`src/rtl/mul_pkg.sv`:
```
// Shared definitions for the integer multiply-accumulate unit and its divider sibling.
package mul_pkg;

  localparam int W     = 32;
  localparam int W2    = 2 * W;
  localparam int CNT_W = 6;

  typedef enum logic [1:0] {
    IDLE = 2'd0,
    RUN  = 2'd1,
    FIX  = 2'd2,
    DONE = 2'd3
  } state_t;

  // Operand state captured at accept and held for the whole operation.
  typedef struct packed {
    logic [W:0]    mcand_mag;
    logic          neg;
    logic [W2-1:0] addend_ext;
  } op_t;

  // Magnitude of a W-bit operand as W+1 bits, so -2^(W-1) survives intact.
  function automatic logic [W:0] mag_ext(input logic [W-1:0] v, input logic sgn);
    logic [W:0] x;
    x = {sgn & v[W-1], v};
    return x[W] ? -x : x;
  endfunction

endpackage

```
`src/rtl/mul_int_if.sv`:
```
// Request/response bundle between the ALU sequencer and the multiplier.
interface mul_int_if;
  import mul_pkg::*;

  logic          start;
  logic          sign;
  logic [W-1:0]  mcand;
  logic [W-1:0]  mplier;
  logic [W-1:0]  addend;
  logic          busy;
  logic          done;
  logic [W2-1:0] prod;

  modport master (output start, sign, mcand, mplier, addend,
                  input  busy, done, prod);
  modport slave  (input  start, sign, mcand, mplier, addend,
                  output busy, done, prod);
endinterface

```
`src/rtl/mul_int_cond_neg.sv`:
```
// Conditional two's-complement negation of an N-bit word.
module cond_neg #(
  parameter int N = 64
) (
  input  logic         i_neg,
  input  logic [N-1:0] i_a,
  output logic [N-1:0] o_y
);
  assign o_y = i_neg ? -i_a : i_a;
endmodule

```
`src/rtl/mul_int.sv`:
```
// Sequential 32x32 multiply-accumulate: prod = mcand * mplier + addend.
// Radix-2 shift-add on magnitudes, then sign fix-up and addend add in one step.
module mul_int
  import mul_pkg::*;
(
  input  logic     clk,
  input  logic     rst_n,
  mul_int_if.slave bus
);

  state_t           r_state;
  op_t              r_op;
  logic [W-1:0]     r_acc_hi;
  logic [W-1:0]     r_mpl;
  logic [CNT_W-1:0] r_cnt;
  logic             r_busy;
  logic             r_done;
  logic [W2-1:0]    r_prod;

  logic [W:0]       w_mcand_mag;
  logic [W-1:0]     w_mpl_mag;
  logic [W:0]       w_step;
  logic [W2-1:0]    w_acc_signed;
  logic [W2-1:0]    w_res;

  // Magnitudes of the incoming operands; mplier magnitude always fits W bits.
  assign w_mcand_mag = mag_ext(bus.mcand, bus.sign);
  assign w_mpl_mag   = (bus.sign & bus.mplier[W-1]) ? -bus.mplier : bus.mplier;

  // One shift-add step: add the multiplicand into the high half when the
  // current multiplier bit is set, keeping the carry for the right shift.
  assign w_step = r_mpl[0] ? ({1'b0, r_acc_hi} + r_op.mcand_mag)
                           : {1'b0, r_acc_hi};

  cond_neg #(.N(W2)) u_neg (
    .i_neg (r_op.neg),
    .i_a   ({r_acc_hi, r_mpl}),
    .o_y   (w_acc_signed)
  );

  assign w_res = w_acc_signed + r_op.addend_ext;

  // Control FSM, datapath registers and registered handshake outputs.
  always_ff @(posedge clk or negedge rst_n) begin
    if (!rst_n) begin
      r_state  <= IDLE;
      r_op     <= '0;
      r_acc_hi <= '0;
      r_mpl    <= '0;
      r_cnt    <= '0;
      r_busy   <= 1'b0;
      r_done   <= 1'b0;
      r_prod   <= '0;
    end else begin
      case (r_state)
        IDLE: begin
          if (bus.start) begin
            r_op.mcand_mag  <= w_mcand_mag;
            r_op.neg        <= bus.sign & (bus.mcand[W-1] ^ bus.mplier[W-1]);
            r_op.addend_ext <= {{W{bus.sign & bus.addend[W-1]}}, bus.addend};
            r_acc_hi        <= '0;
            r_mpl           <= w_mpl_mag;
            r_cnt           <= '0;
            r_busy          <= 1'b1;
            r_state         <= RUN;
          end
        end
        RUN: begin
          r_acc_hi <= w_step[W:1];
          r_mpl    <= {w_step[0], r_mpl[W-1:1]};
          r_cnt    <= r_cnt + CNT_W'(1);
          if (r_cnt == CNT_W'(W-1)) r_state <= FIX;
        end
        FIX: begin
          r_prod  <= w_res;
          r_busy  <= 1'b0;
          r_done  <= 1'b1;
          r_state <= DONE;
        end
        DONE: begin
          r_done  <= 1'b0;
          r_state <= IDLE;
        end
        default: r_state <= IDLE;
      endcase
    end
  end

  assign bus.busy = r_busy;
  assign bus.done = r_done;
  assign bus.prod = r_prod;

endmodule
```
`src/flat_wrapper.sv`:
```
// flat-port wrapper written by rule: the top's interface ports become plain ports
module mul_int_flat import mul_pkg::*;
  (clk, rst_n, bus_start, bus_sign, bus_mcand, bus_mplier, bus_addend, bus_busy, bus_done, bus_prod);
  mul_int_if bus_i ();
  input  logic clk;
  input  logic rst_n;
  input wire logic [$bits(bus_i.start)-1:0] bus_start;
  input wire logic [$bits(bus_i.sign)-1:0] bus_sign;
  input wire logic [$bits(bus_i.mcand)-1:0] bus_mcand;
  input wire logic [$bits(bus_i.mplier)-1:0] bus_mplier;
  input wire logic [$bits(bus_i.addend)-1:0] bus_addend;
  output wire logic [$bits(bus_i.busy)-1:0] bus_busy;
  output wire logic [$bits(bus_i.done)-1:0] bus_done;
  output wire logic [$bits(bus_i.prod)-1:0] bus_prod;
  assign bus_i.start = bus_start;
  assign bus_i.sign = bus_sign;
  assign bus_i.mcand = bus_mcand;
  assign bus_i.mplier = bus_mplier;
  assign bus_i.addend = bus_addend;
  assign bus_busy = bus_i.busy;
  assign bus_done = bus_i.done;
  assign bus_prod = bus_i.prod;
  mul_int u_core (.clk(clk), .rst_n(rst_n), .bus(bus_i));
endmodule
```
`config.mk`:
```
export PLATFORM = sky130hd
export DESIGN_NAME = mul_int_flat
export DESIGN_NICKNAME = d
export VERILOG_FILES = /design/src/rtl/mul_pkg.sv /design/src/rtl/mul_int_if.sv /design/src/rtl/mul_int_cond_neg.sv /design/src/rtl/mul_int.sv /design/src/flat_wrapper.sv
export SDC_FILE = /design/constraint.sdc
export NUM_CORES = 1
export LEC_CHECK = 0
export CAP_MARGIN = 20
export CORE_UTILIZATION = 53
export DETAILED_ROUTE_END_ITERATION = 10
export PLACE_DENSITY = 0.75
export SLEW_MARGIN = 20
export SYNTH_ARGS = -nofsm -noshare
export SYNTH_HDL_FRONTEND = slang
export SYNTH_HIERARCHICAL = 1
export SYNTH_SLANG_ARGS = --single-unit
```
`constraint.sdc`:
```
create_clock -name clk -period 4.5 [get_ports clk]
set_input_delay 0.9 -clock clk [delete_from_list [all_inputs] [get_ports clk]]
set_output_delay 0.9 -clock clk [all_outputs]
set_load 0.02 [all_outputs]
```
=== Yosys cells after proc, flatten, opt, wreduce, memory -nomap -nowiden ===
Cells that the tools add are included.

* Bitwise logic cells: 5
* $add $sub $neg: 6
* Muxes and demuxes: 16
* Equal/unequal tests: 6
* Reduce and logical (&&, ||, !) cells: 8

{| class="wikitable"
|+ Operator list
! operator !! count
|-
| $pmux W32 S2 || 2
|-
| $mux W32 || 3
|-
| $mux W33 || 2
|-
| $add A64 B64 Y64 || 1
|-
| $mux W64 || 1
|-
| $neg A64 Y64 || 1
|-
| $add A32 B33 Y33 || 1
|-
| $neg A33 Y33 || 1
|-
| $neg A32 Y32 || 1
|-
| $pmux W6 S2 || 1
|-
| $pmux W2 S4 || 1
|-
| $reduce_and A2 Y1 || 4
|-
| $add A6 B1 Y6 const B || 1
|-
| $eq A6 B5 Y1 const B || 1
|-
| $mux W6 || 1
|-
| $reduce_bool A2 Y1 || 3
|-
| $and A1 B1 Y1 || 4
|-
| $eq A2 B2 Y1 const B || 2
|-
| $mux W2 || 2
|-
| $pmux W1 S2 || 2
|-
| $eq A2 B1 Y1 const B || 1
|-
| $logic_not A2 Y1 || 1
|-
| $ne A2 B1 Y1 const B || 1
|-
| $ne A2 B2 Y1 const B || 1
|-
| other kinds (2) || 2
|}

* Register bits after elaboration: 205
* Logic and storage cells: 51
* Output and inout port bits: 66
* Bits of input ports: 100

=== Longest topological paths before layout ===
Gate-level depths: netlist of the first run.

* Depth after elaboration: 4
* Gate-level depth with buffers: 19
* Depth with buffers taken out: 17

=== Cells and area by module ===
The synthesis of the first run kept the hierarchy.

{| class="wikitable"
|+ By module, submodules not included
! module !! area each (um^2) !! seq. area each (um^2) !! cells each !! instances
|-
| mul_int || 14531.4 || 5129.9 || 1650 || 1
|-
| cond_neg || 1539.0 || 0.0 || 209 || 1
|}

=== Worst setup path before layout of the first run ===
Ideal clock, no wire load.

* Path kind: reg2reg
* Start: register u_core.r_mpl[11]
* End: register u_core.r_prod[59] (netlist: u_core/bus.prod[59])
* Arrival time: 4367 ps
* Buffers on the path: 1
* Clock period less this slack: 4491 ps
* Library setup time: 125 ps
* Stages on the path, launching flop included: 18
* Data required time: 4375 ps
* Setup slack: 9 ps
* Cells stage by stage: dfrtp_1 -> or4_4 -> nor4b_4 -> nand2_1 -> o31ai_1 -> xnor2_1 -> ha_1 -> clkbuf_1 -> a21o_1 -> o21bai_1 -> a31oi_1 -> o21ai_0 -> o2bb2ai_1 -> a21o_1 -> a2111oi_0 -> o31ai_1 -> xor2_1 -> mux2_2

* Cells in the longest elaborated chain, start to end: 3

{| class="wikitable"
|+ Ends and longest elaborated chain
! what !! RTL line !! RTL
|-
| from (decl) || mul_int.sv:14 || <nowiki>logic [W-1:0] r_mpl;</nowiki>
|-
| from (signal assigned) || mul_int.sv:62 || <nowiki>r_mpl <= w_mpl_mag;</nowiki>
|-
| from (signal assigned) || mul_int.sv:70 || <nowiki>r_mpl <= {w_step[0], r_mpl[W-1:1]};</nowiki>
|-
| $neg A64 Y64 || mul_int_cond_neg.sv:9 || <nowiki>assign o_y = i_neg ? -i_a : i_a;</nowiki>
|-
| $mux W64 || mul_int_cond_neg.sv:9 ||
|-
| net u_core.w_acc_signed[18] || mul_int.sv:23 || <nowiki>logic [W2-1:0] w_acc_signed;</nowiki>
|-
| $add A64 B64 Y64 || mul_int.sv:41 || <nowiki>assign w_res = w_acc_signed + r_op.addend_ext;</nowiki>
|-
| to (signal assigned) || mul_int.sv:75 || <nowiki>r_prod <= w_res;</nowiki>
|-
| to (decl) || mul_int.sv:18 || <nowiki>logic [W2-1:0] r_prod;</nowiki>
|}

The timed path passes the listed nets, and every way through them passes these cells.
A chain may end at the register's enable or synchronous reset.

=== Worst setup path after layout of the first run ===
* Start: register u_core.r_mpl[10]
* End: register u_core.r_prod[62] (netlist: u_core/bus.prod[62])

Same word-level chain as after synthesis.

==> summary.md, run 1 <==
| Metric | Value |
|---|---|
| DRC Markers | `0` |
| Status | `complete, but fails checks` |
| Post-CTS Hold Buffers | `0` |
| R2R cell count | `16` |
| Post-synth EDFFs | `0` |
| Synth Instances | `1,859` |
| Setup ws final | `-0.0342 ns` |
| Most common cell after layout, fill and taps aside | `nand2_1` |
| MaxCap Viol Count | `0` |
| Clk pin slew, worst setup/hold paths | `0.06 ns` |
| Worst flop-to-flop path startpoint | `u_core/r_mpl[10]` |
| Post-DP HPWL | `36.7 mm` |
| Worst-margin pin slew | `0.955 ns` |
| Fmax | `221 MHz` |
| Synthesized Nets | `2,064` |
| Port bufs | `165` |
| CORE AREA | `0.0297 sq mm` |
| Vias per cell | `5.93` |
| Top Ports | `166` |
| RSZ-0062 raised after global routing | `true` |
| Final Setup Violations | `1` |
| Failing checks | `negative setup slack` |
| CP endpoint kind | `flop` |
| Share of the synthesized area in the top cell type | `31.9%` |
| CP endpoint | `u_core/bus.prod[62]` |
| Antenna violations before repair | `1` |
| Main synth FF type | `dfrtp_1` |
| Die area | `0.0310 sq mm` |
| Final Hold Fails | `0` |
| CTS tree | `done` |
| Clock skew | `0.0172 ns` |
| Cts bufs inserted | `25` |
| Rel. slew slack | `36.4%` |
| H-tree depth | `1` |
| Crit path DAT | `4.96 ns` |
| FF-to-FF End | `u_core/bus.prod[62]` |
| Vias in the first global route | `14,400` |
| Clk Latency, worst-skew pair | `0.55 ns` |
| Cell variety after synth | `83` |
| Hold crit path type | `in2async` |
| Setup crit start | `u_core/r_mpl[10]` |
| FFs w/ async S/R, synth | `100%` |
| Initial core utilization | `54.1%` |
| DR iter-0 viols | `883` |
| First-pass GRT wire length | `75.1 mm` |
| Area contributors post-synth | `dfrtp_1 32%, ha_1 8.0%, xnor2_1 7.1%` |
| Chip width | `176 microns` |
| Setup TNS | `-0.0342 ns` |
| Tot GR Track Use | `30.2%` |
| Area delta synth->final | `26.8%` |
| Antenna viol nets, final | `0` |
| Most frequent cells in the layout | `214 x nand2_1, 204 x dfrtp_1, 192 x o21ai_0` |
| Die Y | `176 microns` |
| Post-Syn Area | `0.0161 sq mm` |
| Routed wire length | `47.3 mm` |
| Root Driver | `clkbuf_16` |
| Synthesis Warnings | `6` |
| Largest net degree at the start of global routing | `105` |
| RePlAce Congestion | `0.971` |
| CP startpoint kind | `flop` |
| Share of cells above drive strength 1 | `18.1%` |
| Cell taking the most area after synthesis | `dfrtp_1` |
| CP Class | `reg2reg` |
| Avg Inst Size Synth | `8.64 sq um` |
| Crit Path Max Fanout | `4` |
| Total grt overflow | `0` |
| Final min period | `4.53 ns` |
| CP Data Required Time | `4.93 ns` |
| Flops & latches, synth | `205` |
| DRT Pass-1 Iters | `5` |
| Sequential share of the synthesized area | `31.9%` |
| Nets | `2,331` |
| CTS Buffer Depth | `3` |
| Tcrit/Tclk final | `101%` |
| Site Rows | `63` |
| R2R Setup Slk | `-0.03 ns` |
| Final Max Tran Viols | `0` |
| CTS sink count | `205` |
| Via count | `15,000` |
| Routed len/inst | `18.6 microns` |
## worst min-delay path by stage
stage                           to  depth (start not counted)                start
2_1_floorplan      u_core/r_op[64]                          2      u_core/r_op[64]
3_5_place_dp    u_core/bus.prod[7]                          2   u_core/bus.prod[7]
6_report           u_core/bus.done                          1                rst_n
4_1_cts            u_core/bus.busy                          1                rst_n
3_3_place_gp   u_core/bus.prod[11]                          2  u_core/bus.prod[11]
5_1_grt            u_core/bus.busy                          1                rst_n
## registers in the layout, indices dropped and copies added (netlist names)
register / flops
u_core/r_op: 67
u_core/bus.prod: 64
u_core/r_acc_hi: 32
u_core/r_mpl: 32
u_core/r_cnt: 6
u_core/r_state: 2
u_core/bus.busy: 1
u_core/bus.done: 1
## cells in the mapped netlist (11+ instances only)
master and n:
o21bai_1 11, or4_1 14, nand2_1 219, ha_1 103, nand2b_1 15, o31ai_1 40, inv_1 39, nor3_1 24
xor2_1 65, a21o_1 54, nand3_1 26, clkbuf_1 79, dfrtp_1 205, nand4_1 21, mux2i_1 24, xnor2_1 130
a31oi_1 14, and2_1 11, mux2_2 83, or3_1 32, nor2_1 111, o21ai_0 206, a21oi_1 158
## layout make-up
class	count	area, sq um
diodes	1	2.50
repair buffers	328	2910
flip-flops and latches	205	5130
clock inverters	8	110
inverters	41	154
multi-input cells	1525	10800
fillers	2464	9340
clock buffers	37	741
well taps	390	488
## repair_timing
action | in CTS | in global routing
pin swaps | 0 | 39
resized for setup | 2 | 85
setup endpoints to repair | 3 | 30
buffers inserted | 0 | 15
## worst max-delay path, stage by stage, from the launching register on
cell,delay (ns)
dfrtp_1,0.37
or4_4,0.58
nor4b_4,0.31
buf_4,0.20
nand4_1,0.19
o41ai_2,0.36
xnor2_1,0.16
ha_1,0.37
nand4_1,0.21
nor4bb_4,0.35
nand2_1,0.09
o211a_1,0.29
o21ba_4,0.23
o2111ai_2,0.21
a21oi_2,0.09
xnor2_1,0.13
mux2_4,0.26
## per-stage QoR
step	cells	utilization (%)	setup WS [ns]	instance area, sq um	hold slack [ns]
floorplan	1859	-	0.00880	16100	0.448
global route	2535	68.6	-0.202	20400	0.499
global placement	2475	64.0	-0.132	19000	0.466
detailed placement	2475	64.0	-0.186	19000	0.469
CTS	2520	66.9	0.000651	19900	0.465
finish	2535	68.6	-0.0342	20400	0.406
## logic make-up (layout without fill, tap and decap cells)
| kind of cell | Yosys count | count (layout) | share of synthesized area, % |
|---|---|---|---|
| AOI/OAI and AO/OA | 583 | 583 | 22.4 |
| xor gates and xnor gates | 195 | 195 | 10.6 |
| other | 0 | 1 | 0 |
| DFF | 205 | 205 | 31.9 |
| adders and majority gates | 105 | 105 | 8.27 |
| and+or+nand+nor | 535 | 535 | 16.4 |
| muxes | 107 | 107 | 7.31 |
| buffers and inverters | 129 | 414 | 3.10 |
## layer usage
metal / vias up / track usage (%) / routed length (microns)
met4: 0 / 8.41 / 1210
li1: 7291 / - / -
met1: 7214 / 40.5 / 21100
met5: - / 0 / 0
met3: 78 / 4.54 / 2770
met2: 442 / 50.2 / 22100
Power of run 1 is not shown: default switching activity piles up to over one toggle a cycle in this logic, so the estimate is an artifact.
==> inputs of run 2 (changes only) <==
--- a/config.mk
+++ b/config.mk
@@ -6,7 +6,9 @@
 export NUM_CORES = 1
 export LEC_CHECK = 0
 export CAP_MARGIN = 20
-export CORE_UTILIZATION = 53
+export CELL_PAD_IN_SITES_DETAIL_PLACEMENT = 1
+export CELL_PAD_IN_SITES_GLOBAL_PLACEMENT = 1
+export CORE_UTILIZATION = 40
 export DETAILED_ROUTE_END_ITERATION = 10
 export PLACE_DENSITY = 0.75
 export SLEW_MARGIN = 20
==> run 2 against run 1 <==
Against the previous run:
- the flow still finishes with violations (negative setup slack)
- utilization is 14 points lower
- clock-buffer cell count is 5 lower
- maximum frequency decreased by 1.9%
- first-iteration DRC count shrank 31%
- final cell count is 8.4% higher
- worst hold slack improved by 0.075 ns
- die area increased by 32%
- register-to-register slack worse by 0.09 ns
- highest routed layer unchanged
==> summary.md, run 2 (same netlist as run 1, synthesis figures left out) <==
| Metric | Value |
|---|---|
| Status | `complete, but fails checks` |
| Failing checks | `negative setup slack` |
| Global routing's busiest layer | `met2` |
| CP Class | `reg2reg` |
| RePlAce Congestion | `0.910` |
| Root Driver | `clkbuf_16` |
| Die area | `0.0410 sq mm` |
| Critical Path Slowest Stage Cell | `or4_1` |
| Met2 usage | `45.9%` |
| Chip width | `202 microns` |
| Clock skew | `0.0270 ns` |
| CORE AREA | `0.0396 sq mm` |
| Antenna viol nets, final | `0` |
| DRC Markers | `0` |
| DR iter-0 viols | `609` |
| Most common cell after layout, fill and taps aside | `buf_4` |
| Delay-heaviest family, CP | `simple AND/OR/NAND/NOR gates` |
| Worst path max stage delay | `0.61 ns` |
| Clk Latency, worst-skew pair | `0.57 ns` |
| Initial core utilization | `40.5%` |
| Port bufs | `165` |
| Area delta synth->final | `33.6%` |
| Total grt overflow | `0` |
| Routed wire length | `55.4 mm` |
| Vias in the first global route | `16,400` |
| Tot Pwr | `21.3 mW` |
| MaxCap Viol Count | `0` |
| CP startpoint kind | `flop` |
| CP Data Required Time | `4.93 ns` |
| Vias per cell | `5.67` |
| DP Worst Slack | `-0.212 ns` |
| P per Cell Area | `994 mW/mm^2` |
| Share of cells above drive strength 1 | `22.4%` |
| Max FFs per register | `67` |
| Tot GR Track Use | `26.2%` |
| Fmax | `216 MHz` |
| Routed len/inst | `20.1 microns` |
| Routing usage on met1 | `34.4%` |
| Rel. slew slack | `33.2%` |
| Post-CTS Hold Buffers | `0` |
| Met3 usage | `2.29%` |
| CTS sink count | `205` |
| CP endpoint kind | `flop` |
| Setup ws final | `-0.123 ns` |
| H-tree depth | `1` |
| Largest net degree at the start of global routing | `123` |
| Final min period | `4.62 ns` |
| Antenna violations before repair | `0` |
| Worst-margin pin slew | `1.00 ns` |
| CTS tree | `done` |
| LEAKAGE | `9.38 nW` |
| Crit Path Max Fanout | `4` |
| Final Setup Violations | `1` |
| Site Rows | `73` |
| Post-DP HPWL | `42.3 mm` |
| CP cell instances | `or4_1 > nor4_4 > buf_4 > nand4_1 > buf_4 > o41ai_4 > xnor2_1 > ha_1 > nand4_1 > nor4bb_4 > nand2_1 > o211a_1 > o21ba_4 > o2111ai_4 > a21oi_2 > xnor2_1 > mux2_2` |
| DRT Pass-1 Iters | `5` |
| Most frequent cells in the layout | `229 x buf_4, 214 x nand2_1, 204 x dfrtp_1` |
| Hold crit path type | `in2async` |
| Setup TNS | `-0.123 ns` |
| RSZ-0062 raised after global routing | `true` |
| Via count | `15,600` |
| Clk pin slew, worst setup/hold paths | `0.06 ns` |
| Crit path DAT | `5.05 ns` |
| ANT cells | `0` |
| Final Hold Fails | `0` |
| Hold slack | `0.481 ns` |
| First-pass GRT wire length | `86.9 mm` |
| VDD IR max | `336 uV` |
| Cts bufs inserted | `26` |
| Die Y | `202 microns` |
| Top Ports | `166` |
| Final Max Tran Viols | `0` |
| Tcrit/Tclk final | `103%` |
| Biggest register | `u_core/r_op` |
| Nets | `2,409` |
| CTS Buffer Depth | `3` |
| Worst path buffer plus inverter count | `2` |
## run 2: cell types whose count changed in the layout (fill, tap and decap cells not counted), moves of 4 or more
cell,before,now
xnor2_1,128,124
buf_4,159,229
bufinv_16,2,6
o31ai_4,3,7
clkbuf_8,8,4
o21ai_2,1,6
buf_6,2,8
o21ai_0,192,188
xnor2_2,2,6
a21oi_2,10,23
a21oi_1,148,135
o31ai_1,27,23
## run 2: final timing paths
| kind | slack, ns | depth (start not counted) | to | from |
|---|---|---|---|---|
| hold / removal | 0.48 | 1 | u_core/r_mpl[1] | rst_n |
| min in group clk | 0.49 | 2 | u_core/r_op[86] | u_core/r_op[86] |
| max in group asynchronous | 2.91 | 2 | u_core/bus.prod[38] | rst_n |
| setup reg to reg | -0.12 | 17 | u_core/bus.prod[62] | u_core/r_mpl[26] |
| setup / recovery | -0.12 | 17 | u_core/bus.prod[62] | u_core/r_mpl[26] |
| hold reg to reg | 0.49 | 2 | u_core/r_op[86] | u_core/r_op[86] |
## run 2: per-stage QoR
| stage | utilization [%] | area, sq um | cells |
|---|---|---|---|
| final | 54.2 | 21500 | 2747 |
| after detailed placement | 49.7 | 19700 | 2678 |
| after global routing | 54.2 | 21500 | 2747 |
| after floorplan | - | 16100 | 1859 |
| after global placement | 49.7 | 19700 | 2678 |
| after CTS | 52.8 | 20900 | 2732 |
## run 2: what timing repair did
action	in CTS	in global routing
gates cloned	0	0
endpoints found under the setup margin	21	29
buffers inserted	8	15
gates resized for setup	45	91
pin swaps	16	49
## run 2: layout make-up
type	count	area, sq um
Clock buffer	32	703
Clock inverter	14	240
Fill cell	4608	18200
Inverter	41	154
Multi-Input combinational cell	1525	11100
Sequential cell	205	5130
Tap cell	525	657
Timing Repair Buffer	405	3520
## run 2: power by group
part / internal (mW) / total, mW / switching [mW]
combinational: 7.13 / 15.5 / 8.41
sequential: 2.74 / 3.47 / 0.734
clock: 1.45 / 2.32 / 0.865
## run 2: layer usage
metal  part of all wire [%]  routed length [microns]
met4                    2.2                     1190
met2                     49                    27100
met5                      0                        0
met1                     46                    25200
met3                    3.5                     1920
Note: power is estimated with default switching activity, not from simulation.
